--- src/rtl/alu_pkg.sv ---
// Shared definitions for the ALU multi-cycle units (divider and multiplier).
//
// Handshake used by both units toward ALU_all:
//   validIn  - request level. ALU_all raises it with the operands, holds it
//              high while it stalls, and drops it once it sees validOut.
//   validOut - result valid. It is high only while the unit sits in DONE.
//   A new operation needs validIn low for at least one edge between requests.
package alu_pkg;

  localparam int DATA_WIDTH = 32;

  typedef enum logic [1:0] {
    IDLE = 2'd0,
    CALC = 2'd1,
    FIX  = 2'd2,
    DONE = 2'd3
  } div_state_e;

endpackage

--- src/rtl/div_step.sv ---
// One restoring-division step (combinational).
// Ports:
//   rem_i, quo_i  - current partial remainder and dividend/quotient shifter
//   divisor_i     - divisor magnitude
//   rem_o, quo_o  - remainder and quotient after shifting in one quotient bit
module div_step
  import alu_pkg::*;
#(
  parameter int WIDTH = DATA_WIDTH
) (
  input  logic [WIDTH-1:0] rem_i,
  input  logic [WIDTH-1:0] quo_i,
  input  logic [WIDTH-1:0] divisor_i,
  output logic [WIDTH-1:0] rem_o,
  output logic [WIDTH-1:0] quo_o
);

  logic [WIDTH:0] rem_sh;
  logic [WIDTH:0] trial;

  // rem stays below the divisor, so the shifted value fits in WIDTH+1 bits
  // and the top bit of the difference is a clean borrow/sign flag.
  always_comb begin
    rem_sh = {rem_i, quo_i[WIDTH-1]};
    trial  = rem_sh - {1'b0, divisor_i};
    if (!trial[WIDTH]) begin
      rem_o = trial[WIDTH-1:0];
      quo_o = {quo_i[WIDTH-2:0], 1'b1};
    end else begin
      rem_o = rem_sh[WIDTH-1:0];
      quo_o = {quo_i[WIDTH-2:0], 1'b0};
    end
  end

endmodule

--- src/rtl/div_unit.sv ---
// Multi-cycle integer divider for DIV/DIVU (restoring, one bit per cycle).
// Ports:
//   clk, reset        - clock and synchronous active-high reset
//   validIn           - request level from ALU_all
//   sign              - 1 = signed, 0 = unsigned (sampled at capture)
//   SrcA, SrcB        - dividend, divisor (sampled at capture)
//   validOut          - result valid, only in DONE
//   Hi, Lo            - remainder, quotient; change only in FIX
//
// state | meaning
// IDLE  | waiting for validIn; captures operand magnitudes and sign flags
// CALC  | WIDTH restoring steps, one per edge
// FIX   | sign correction, loads Hi/Lo
// DONE  | result held; validOut raised, leaves when validIn drops
module div_unit
  import alu_pkg::*;
#(
  parameter int WIDTH = DATA_WIDTH
) (
  input  logic             clk,
  input  logic             reset,
  input  logic             validIn,
  input  logic             sign,
  input  logic [WIDTH-1:0] SrcA,
  input  logic [WIDTH-1:0] SrcB,
  output logic             validOut,
  output logic [WIDTH-1:0] Hi,
  output logic [WIDTH-1:0] Lo
);

  localparam int CNT_W = $clog2(WIDTH);
  localparam logic [CNT_W-1:0] CNT_LAST = CNT_W'(WIDTH - 1);

  div_state_e       state_q, state_d;
  logic [CNT_W-1:0] cnt_q, cnt_d;
  logic [WIDTH-1:0] rem_q, rem_d;
  logic [WIDTH-1:0] quo_q, quo_d;
  logic [WIDTH-1:0] dvs_q, dvs_d;
  logic             qneg_q, qneg_d;
  logic             rneg_q, rneg_d;
  logic             dz_q, dz_d;
  logic [WIDTH-1:0] hi_q, hi_d;
  logic [WIDTH-1:0] lo_q, lo_d;
  logic             valid_q, valid_d;

  logic [WIDTH-1:0] step_rem, step_quo;

  div_step #(.WIDTH(WIDTH)) u_step (
    .rem_i     (rem_q),
    .quo_i     (quo_q),
    .divisor_i (dvs_q),
    .rem_o     (step_rem),
    .quo_o     (step_quo)
  );

  always_comb begin
    state_d = state_q;
    cnt_d   = cnt_q;
    rem_d   = rem_q;
    quo_d   = quo_q;
    dvs_d   = dvs_q;
    qneg_d  = qneg_q;
    rneg_d  = rneg_q;
    dz_d    = dz_q;
    hi_d    = hi_q;
    lo_d    = lo_q;
    valid_d = 1'b0;

    case (state_q)
      IDLE: begin
        if (validIn) begin
          quo_d   = (sign && SrcA[WIDTH-1]) ? -SrcA : SrcA;
          dvs_d   = (sign && SrcB[WIDTH-1]) ? -SrcB : SrcB;
          qneg_d  = sign & (SrcA[WIDTH-1] ^ SrcB[WIDTH-1]);
          rneg_d  = sign & SrcA[WIDTH-1];
          dz_d    = (SrcB == '0);
          rem_d   = '0;
          cnt_d   = '0;
          state_d = CALC;
        end
      end
      CALC: begin
        if (!validIn) begin
          state_d = IDLE;
        end else begin
          rem_d = step_rem;
          quo_d = step_quo;
          cnt_d = cnt_q + 1'b1;
          if (cnt_q == CNT_LAST) state_d = FIX;
        end
      end
      FIX: begin
        if (!validIn) begin
          state_d = IDLE;
        end else begin
          // With a zero divisor the steps leave quo=all ones and rem=|A|;
          // skipping the quotient negation and re-negating rem yields
          // Lo=all ones, Hi=original dividend in both modes.
          lo_d    = (qneg_q && !dz_q) ? -quo_q : quo_q;
          hi_d    = rneg_q ? -rem_q : rem_q;
          state_d = DONE;
        end
      end
      DONE: begin
        if (!validIn) state_d = IDLE;
        else          valid_d = 1'b1;
      end
      default: state_d = IDLE;
    endcase
  end

  always_ff @(posedge clk) begin
    if (reset) begin
      state_q <= IDLE;
      cnt_q   <= '0;
      rem_q   <= '0;
      quo_q   <= '0;
      dvs_q   <= '0;
      qneg_q  <= 1'b0;
      rneg_q  <= 1'b0;
      dz_q    <= 1'b0;
      hi_q    <= '0;
      lo_q    <= '0;
      valid_q <= 1'b0;
    end else begin
      state_q <= state_d;
      cnt_q   <= cnt_d;
      rem_q   <= rem_d;
      quo_q   <= quo_d;
      dvs_q   <= dvs_d;
      qneg_q  <= qneg_d;
      rneg_q  <= rneg_d;
      dz_q    <= dz_d;
      hi_q    <= hi_d;
      lo_q    <= lo_d;
      valid_q <= valid_d;
    end
  end

  assign validOut = valid_q;
  assign Hi       = hi_q;
  assign Lo       = lo_q;

endmodule

--- config.mk ---
export PLATFORM = sky130hd
export DESIGN_NAME = div_unit
export DESIGN_NICKNAME = d
export VERILOG_FILES = /design/src/rtl/alu_pkg.sv /design/src/rtl/div_step.sv /design/src/rtl/div_unit.sv
export SDC_FILE = /design/constraint.sdc
export NUM_CORES = 1
export LEC_CHECK = 0
export CORE_MARGIN = 2
export CORE_UTILIZATION = 55
export CTS_CLUSTER_DIAMETER = 50
export CTS_CLUSTER_SIZE = 25
export DETAILED_ROUTE_END_ITERATION = 8
export PLACE_DENSITY = 0.81
export SETUP_SLACK_MARGIN = 0.2
export SYNTH_ARGS = -nofsm -noshare
export SYNTH_HDL_FRONTEND = slang
export SYNTH_SLANG_ARGS = --single-unit
--- constraint.sdc ---
create_clock -name clk -period 7.6 [get_ports clk]
set_input_delay 0.76 -clock clk [delete_from_list [all_inputs] [get_ports clk]]
set_output_delay 0.76 -clock clk [all_outputs]
set_load 0.02 [all_outputs]
### Word-level counts from Yosys, hierarchy flattened

Index checks and enable logic that the tools add are counted.

| storage, ports and cells | value |
|---|---|
| output and inout bits | 65 |
| logic and storage cells | 63 |
| register bits after elaboration | 171 |
| input port bits | 68 |

| cells by class | value |
|---|---|
| equal/unequal tests | 8 |
| muxes and demuxes | 22 |
| reductions and logical operators | 12 |
| $add $sub $neg | 6 |
| bitwise gates (word level) | 4 |

Operators with widths:

| cell | number |
|---|---|
| two-way mux 32 bit | 9 |
| negator 32 bit | 4 |
| one-hot mux 32 bit (2 select lines) | 2 |
| subtractor 33 x 32 -> 33 bit | 1 |
| zero test 32 bit | 1 |
| two-way mux 2 bit | 5 |
| two-way mux 5 bit | 2 |
| one-hot mux 5 bit (2 select lines) | 1 |
| one-hot mux 2 bit (4 select lines) | 1 |
| != test 2 bit, second input constant | 3 |
| AND reduction 3 bit | 2 |
| adder 5 x 1 -> 5 bit, second input constant | 1 |
| equality test 5 bit, second input constant | 1 |
| equality test 2 bit, second input constant | 2 |
| AND reduction 2 bit | 2 |
| logical AND 1 bit | 3 |
| != test 3 bit, second input constant | 1 |
| bitwise AND 1 bit | 2 |
| equality test 2 x 1 -> 1 bit, second input constant | 1 |
| zero test 2 bit | 1 |
| two-way mux 1 bit | 2 |
| nonzero test 2 bit | 1 |
| OR reduction 2 bit | 1 |
| zero test 1 bit | 1 |
| 2 further kinds | 2 |

### Longest topological paths before layout

| logic depth | value |
|---|---|
| word-level depth | 4 |
| mapped depth | 12 |
| gate-level depth less buffers | 11 |

### By module

A second synthesis with hierarchy kept.

| second synthesis, totals | value |
|---|---|
| cell total of the unflattened synthesis | 1,473 |
| area, all modules | 11,582.4 µm² |

Modules (own cells, without submodules):

| module | cells an instance | sequential area each (µm²) | instances | area each (µm²) |
|---|---|---|---|---|
| div_unit | 1,131 | 3,423.3 | 1 | 9,093.7 |
| div_step | 342 | 0.0 | 1 | 2,488.6 |

### Least setup slack after synthesis

No wires, ideal clock.

| path | value |
|---|---|
| kind | register to register |
| from | reg quo_q[31] |
| to | reg rem_q[25] |
| slack | 4.752 ns |
| setup time | 0.122 ns |
| arrival time | 2.726 ns |
| cell stages (with the launch flop) | 13 |
| required time | 7.478 ns |
| path buffers | 1 |
| period minus slack after synthesis | 2.848 ns |
| path through | dfxtp_1 -> inv_1 -> ha_1 -> fa_1 -> nand2b_1 -> a21oi_1 -> nor3b_1 -> o311ai_1 -> nand2_1 -> o311ai_4 -> buf_4 -> nor2_1 -> a221o_1 |

| on the way | value |
|---|---|
| cells in the longest elaborated chain, start to end | 4 |

Ends and longest elaborated chain:

| element | line | RTL |
|---|---|---|
| start, declared | div_unit.sv:37 | `logic [WIDTH-1:0] quo_q, quo_d;` |
| start signal, assigned | div_unit.sv:129 | `quo_q <= quo_d;` |
| subtractor 33 x 32 -> 33 bit | div_step.sv:25 | `trial = rem_sh - {1'b0, divisor_i};` |
| two-way mux 32 bit | div_step.sv:26 | `if (!trial[WIDTH]) begin` |
| two-way mux 32 bit | div_unit.sv:83 | `if (!validIn) begin` |
| one-hot mux 32 bit (2 select lines) | div_unit.sv:69 | `case (state_q)` |
| end signal, assigned | div_unit.sv:128 | `rem_q <= rem_d;` |
| end, declared | div_unit.sv:36 | `logic [WIDTH-1:0] rem_q, rem_d;` |

No other way between the ends. The select of a mux whose other input is x is not followed.
A chain may end at the register's enable or synchronous reset.

### Worst setup path in the final report

| path | value |
|---|---|
| from | reg quo_q[31] |
| to | reg rem_q[27] |

The elaborated chain is that of the path after synthesis.

==> results.md <==
- Slew margin rel.: 0.184
- Routed len/inst: 17.1 um
- Cell Chain, Critical Path: inv_1 -> ha_1 -> fa_1 -> nand2b_1 -> a21oi_1 -> nor3b_1 -> o311ai_1 -> nand2_1 -> o311ai_4 -> buf_4 -> or4b_1 -> o211ai_1
- Diodes inserted: 0
- Core area: 19600 um2
- Top delay family on crit path: compound AO/OA/AOI/OAI gates
- Startpoint types: flop
- Slew Viols, Final: 0
- Sequential-to-total area share from yosys stat: 0.309
- Ys async rst share: 0
- Flops & latches, synth: 171
- Setup violators final: 0
- Max-cap viol count: 0
- Most frequent cells in the layout: 172 x nor2_1, 171 x dfxtp_1, 144 x nand2_1
- Library cells used by synthesis: 76
- Multi-input gate area: 7090 um2
- FF+latch area: 3420 um2
- HPWL Detailed: 22700 um
- DIE HEIGHT: 146 um
- CTS max path bufs: 2
- Tcrit/Tclk final: 0.493
- Pin count of the biggest net entering global routing: 116
- TNS Setup: 0 ns
- Post-route ant nets: 0
- Worst-Margin Slew: 1.22 ns
- Total wire length: 30400 um
- Fin nets: 1605
- Initial core utilization: 0.566
- Vias: 10600
- Max Clk Rate: 267 MHz
- Finished Layout Cells: 1775
- Row count: 51
- Worst-Skew Late Latency: 0.44 ns
- Reg2reg start: quo_q[31]$_SDFFE_PP0P_
- Placed insts: 1744
- Met3 Track Usage GR: 0.0533
- Vias/cell: 5.97
- Most used DFF post-synth: dfxtp_1
- CP required: 7.95 ns
- Total CTS buffers: 17
- Routability cong.: 0.977
- Vias in the first global route: 9600
- Worst EP arrival: 4.09 ns
- Hold Crit Class: flop to flop
- Most Crowded Layer GR: met1
- Most common cell after layout, fill and taps aside: nor2_1
- Fill cells: 1709
- Hold-fix buffers, CTS: 0
- Die Wd: 146 um
- DRC: 0
- GR met1 Demand/Resource: 0.421
- CP max stage cell: buf_4
- First-pass GRT wire length: 49900 um
- Final hold violation count: 0
- Avg Cell Area, Syn: 7.79 um2
- Post-CTS Resized: 0
- Syn nets: 1530
- Cell Pwr Density: 168 nW/um2
- Synthesized area: 11100 um2
- Die Area: 21300 um2
- Status: finished, final reports clean
- Crit-path max FO: 41
- Layout area overhead: 17.6%
- Clock slew seen by the registers of the worst setup and hold paths: 0.06 ns
- Number of synthesized flops with an enable pin: 0
- Sink Count: 171
- Initial antenna violation count: 0
- Leakage: 0.00476 uW
- Peak supply drop: 0.000165 V
- CP endpoint kind: flop
- Postcts setup bufs: 0
- Htree depth: 4
- Root Buffer: clkbuf_16
- Clk_skew: 0.0142 ns
- DRT Pass-1 Iters: 7
- Setup CP Type: flop to flop
- Gate count of the mapped netlist: 1423
- GRT Residual Overflow: 0
- Met2 Resource Use GR: 0.417
- Fin crit period: 3.75 ns
- RSZ-0062 raised after global routing: no
- Top-Level Pins: 133
- CP Buf/Inv Count: 2
- Iteration-0 DRC Markers: 907
- Share of layout cells above drive strength 1: 0.0450
- # port buffers: 132
- CTS tree: done
- Worst path max stage delay: 0.54 ns
- Crit path from: quo_q[31]$_SDFFE_PP0P_
- Yosys Warn Count: 0
- HP Start: Hi[0]$_SDFFE_PP0P_
- GRT Overall Usage: 0.282
## final cells by class
type                    instances  share of cell area
multi-input cells            1103               0.544
well taps                     265              0.0254
inverters                      65              0.0187
flip-flops and latches        171               0.263
clock buffers                  17              0.0327
repair buffers                140               0.106
clock inverters                14              0.0105
## layer usage
layer	vias to the layer above	wire length (um)
met3	32	2430
met2	398	12900
li1	5312	-
met5	-	0
met4	0	326
met1	4849	14800
## cells by family after synthesis
kind of cell / after synthesis / share of synthesized area
AND/OR/NAND/NOR: 487 / 0.211
AO/OA/AOI/OAI: 418 / 0.254
flip-flops: 171 / 0.309
buffers and inverters: 149 / 0.0532
XOR/XNOR: 134 / 0.106
adder cells (fa/ha/maj): 39 / 0.0447
multiplexers: 25 / 0.0226
## report_power, final
group	switching [uW]	internal (uW)	total, uW
Sequential	33.0	923	956
Combinational	228	157	385
Clock	391	457	848
Total	652	1540	2190
## worst paths after layout
path,to,slack [ns],cells past startpoint
max reg2reg,rem_q[27]$_SDFFE_PP0P_,3.85,12
min reg2reg,Hi[0]$_SDFFE_PP0P_,0.46,2
max,rem_q[27]$_SDFFE_PP0P_,3.85,12
min,Hi[0]$_SDFFE_PP0P_,0.46,2
## Yosys cell counts (all sizes together), types with 4 or more instances
| library cell | number | share of area |
|---|---|---|
| inv | 64 | 0.022 |
| nor2b | 6 | 0.0034 |
| nand4 | 12 | 0.0073 |
| or3 | 13 | 0.0073 |
| nand2 | 144 | 0.049 |
| a21o | 21 | 0.014 |
| a31oi | 15 | 0.0085 |
| or4 | 10 | 0.0081 |
| xor2 | 65 | 0.051 |
| a221oi | 4 | 0.0032 |
| mux2i | 25 | 0.023 |
| nand3 | 21 | 0.0099 |
| dfxtp | 171 | 0.31 |
| a21oi | 107 | 0.048 |
| nand4b | 4 | 0.0032 |
| a311oi | 6 | 0.0047 |
| nor4 | 13 | 0.012 |
| o311ai | 4 | 0.0047 |
| o221ai | 29 | 0.023 |
| nor3 | 36 | 0.018 |
| o31ai | 17 | 0.012 |
| nor2 | 174 | 0.059 |
| xnor2 | 69 | 0.055 |
| o21a | 4 | 0.0027 |
| clkbuf | 66 | 0.022 |
| a21boi | 6 | 0.0041 |
| o41ai | 11 | 0.010 |
| a22o | 7 | 0.0055 |
| buf | 18 | 0.0088 |
| a2111oi | 4 | 0.0032 |
| a211oi | 80 | 0.054 |
| o211ai | 8 | 0.0054 |
| ha | 38 | 0.043 |
| o21ai | 75 | 0.034 |
| nor3b | 7 | 0.0047 |
| nand2b | 14 | 0.0079 |
| and2 | 9 | 0.0051 |
| and3 | 12 | 0.0072 |
## state kept, by name, summed over array words and instances, names as in the netlist
register / cells
Hi: 32
Lo: 32
dvs_q: 32
quo_q: 32
rem_q: 32
cnt_q: 5
state_q: 2
dz_q: 1
qneg_q: 1
rneg_q: 1
validOut: 1
## tightest hold or removal path: stages, from the launching register on
cell and delay [ns]:
dfxtp_1 0.31, nand2_1 0.05, a21oi_1 0.05
## through the flow
stage	instance area, um2	util	hold slack [ns]	power, uW	setup slack (ns)
final	13000	0.665	0.465	2190	3.85
after CTS	13000	0.665	0.461	2190	3.89
after detailed placement	12500	0.636	0.453	1350	3.85
after global routing	13000	0.665	0.479	2270	3.62
after floorplan	11100	-	0.432	1230	4.75
after global placement	12500	0.636	0.446	1350	3.88
(Power assumes the default switching activity.)
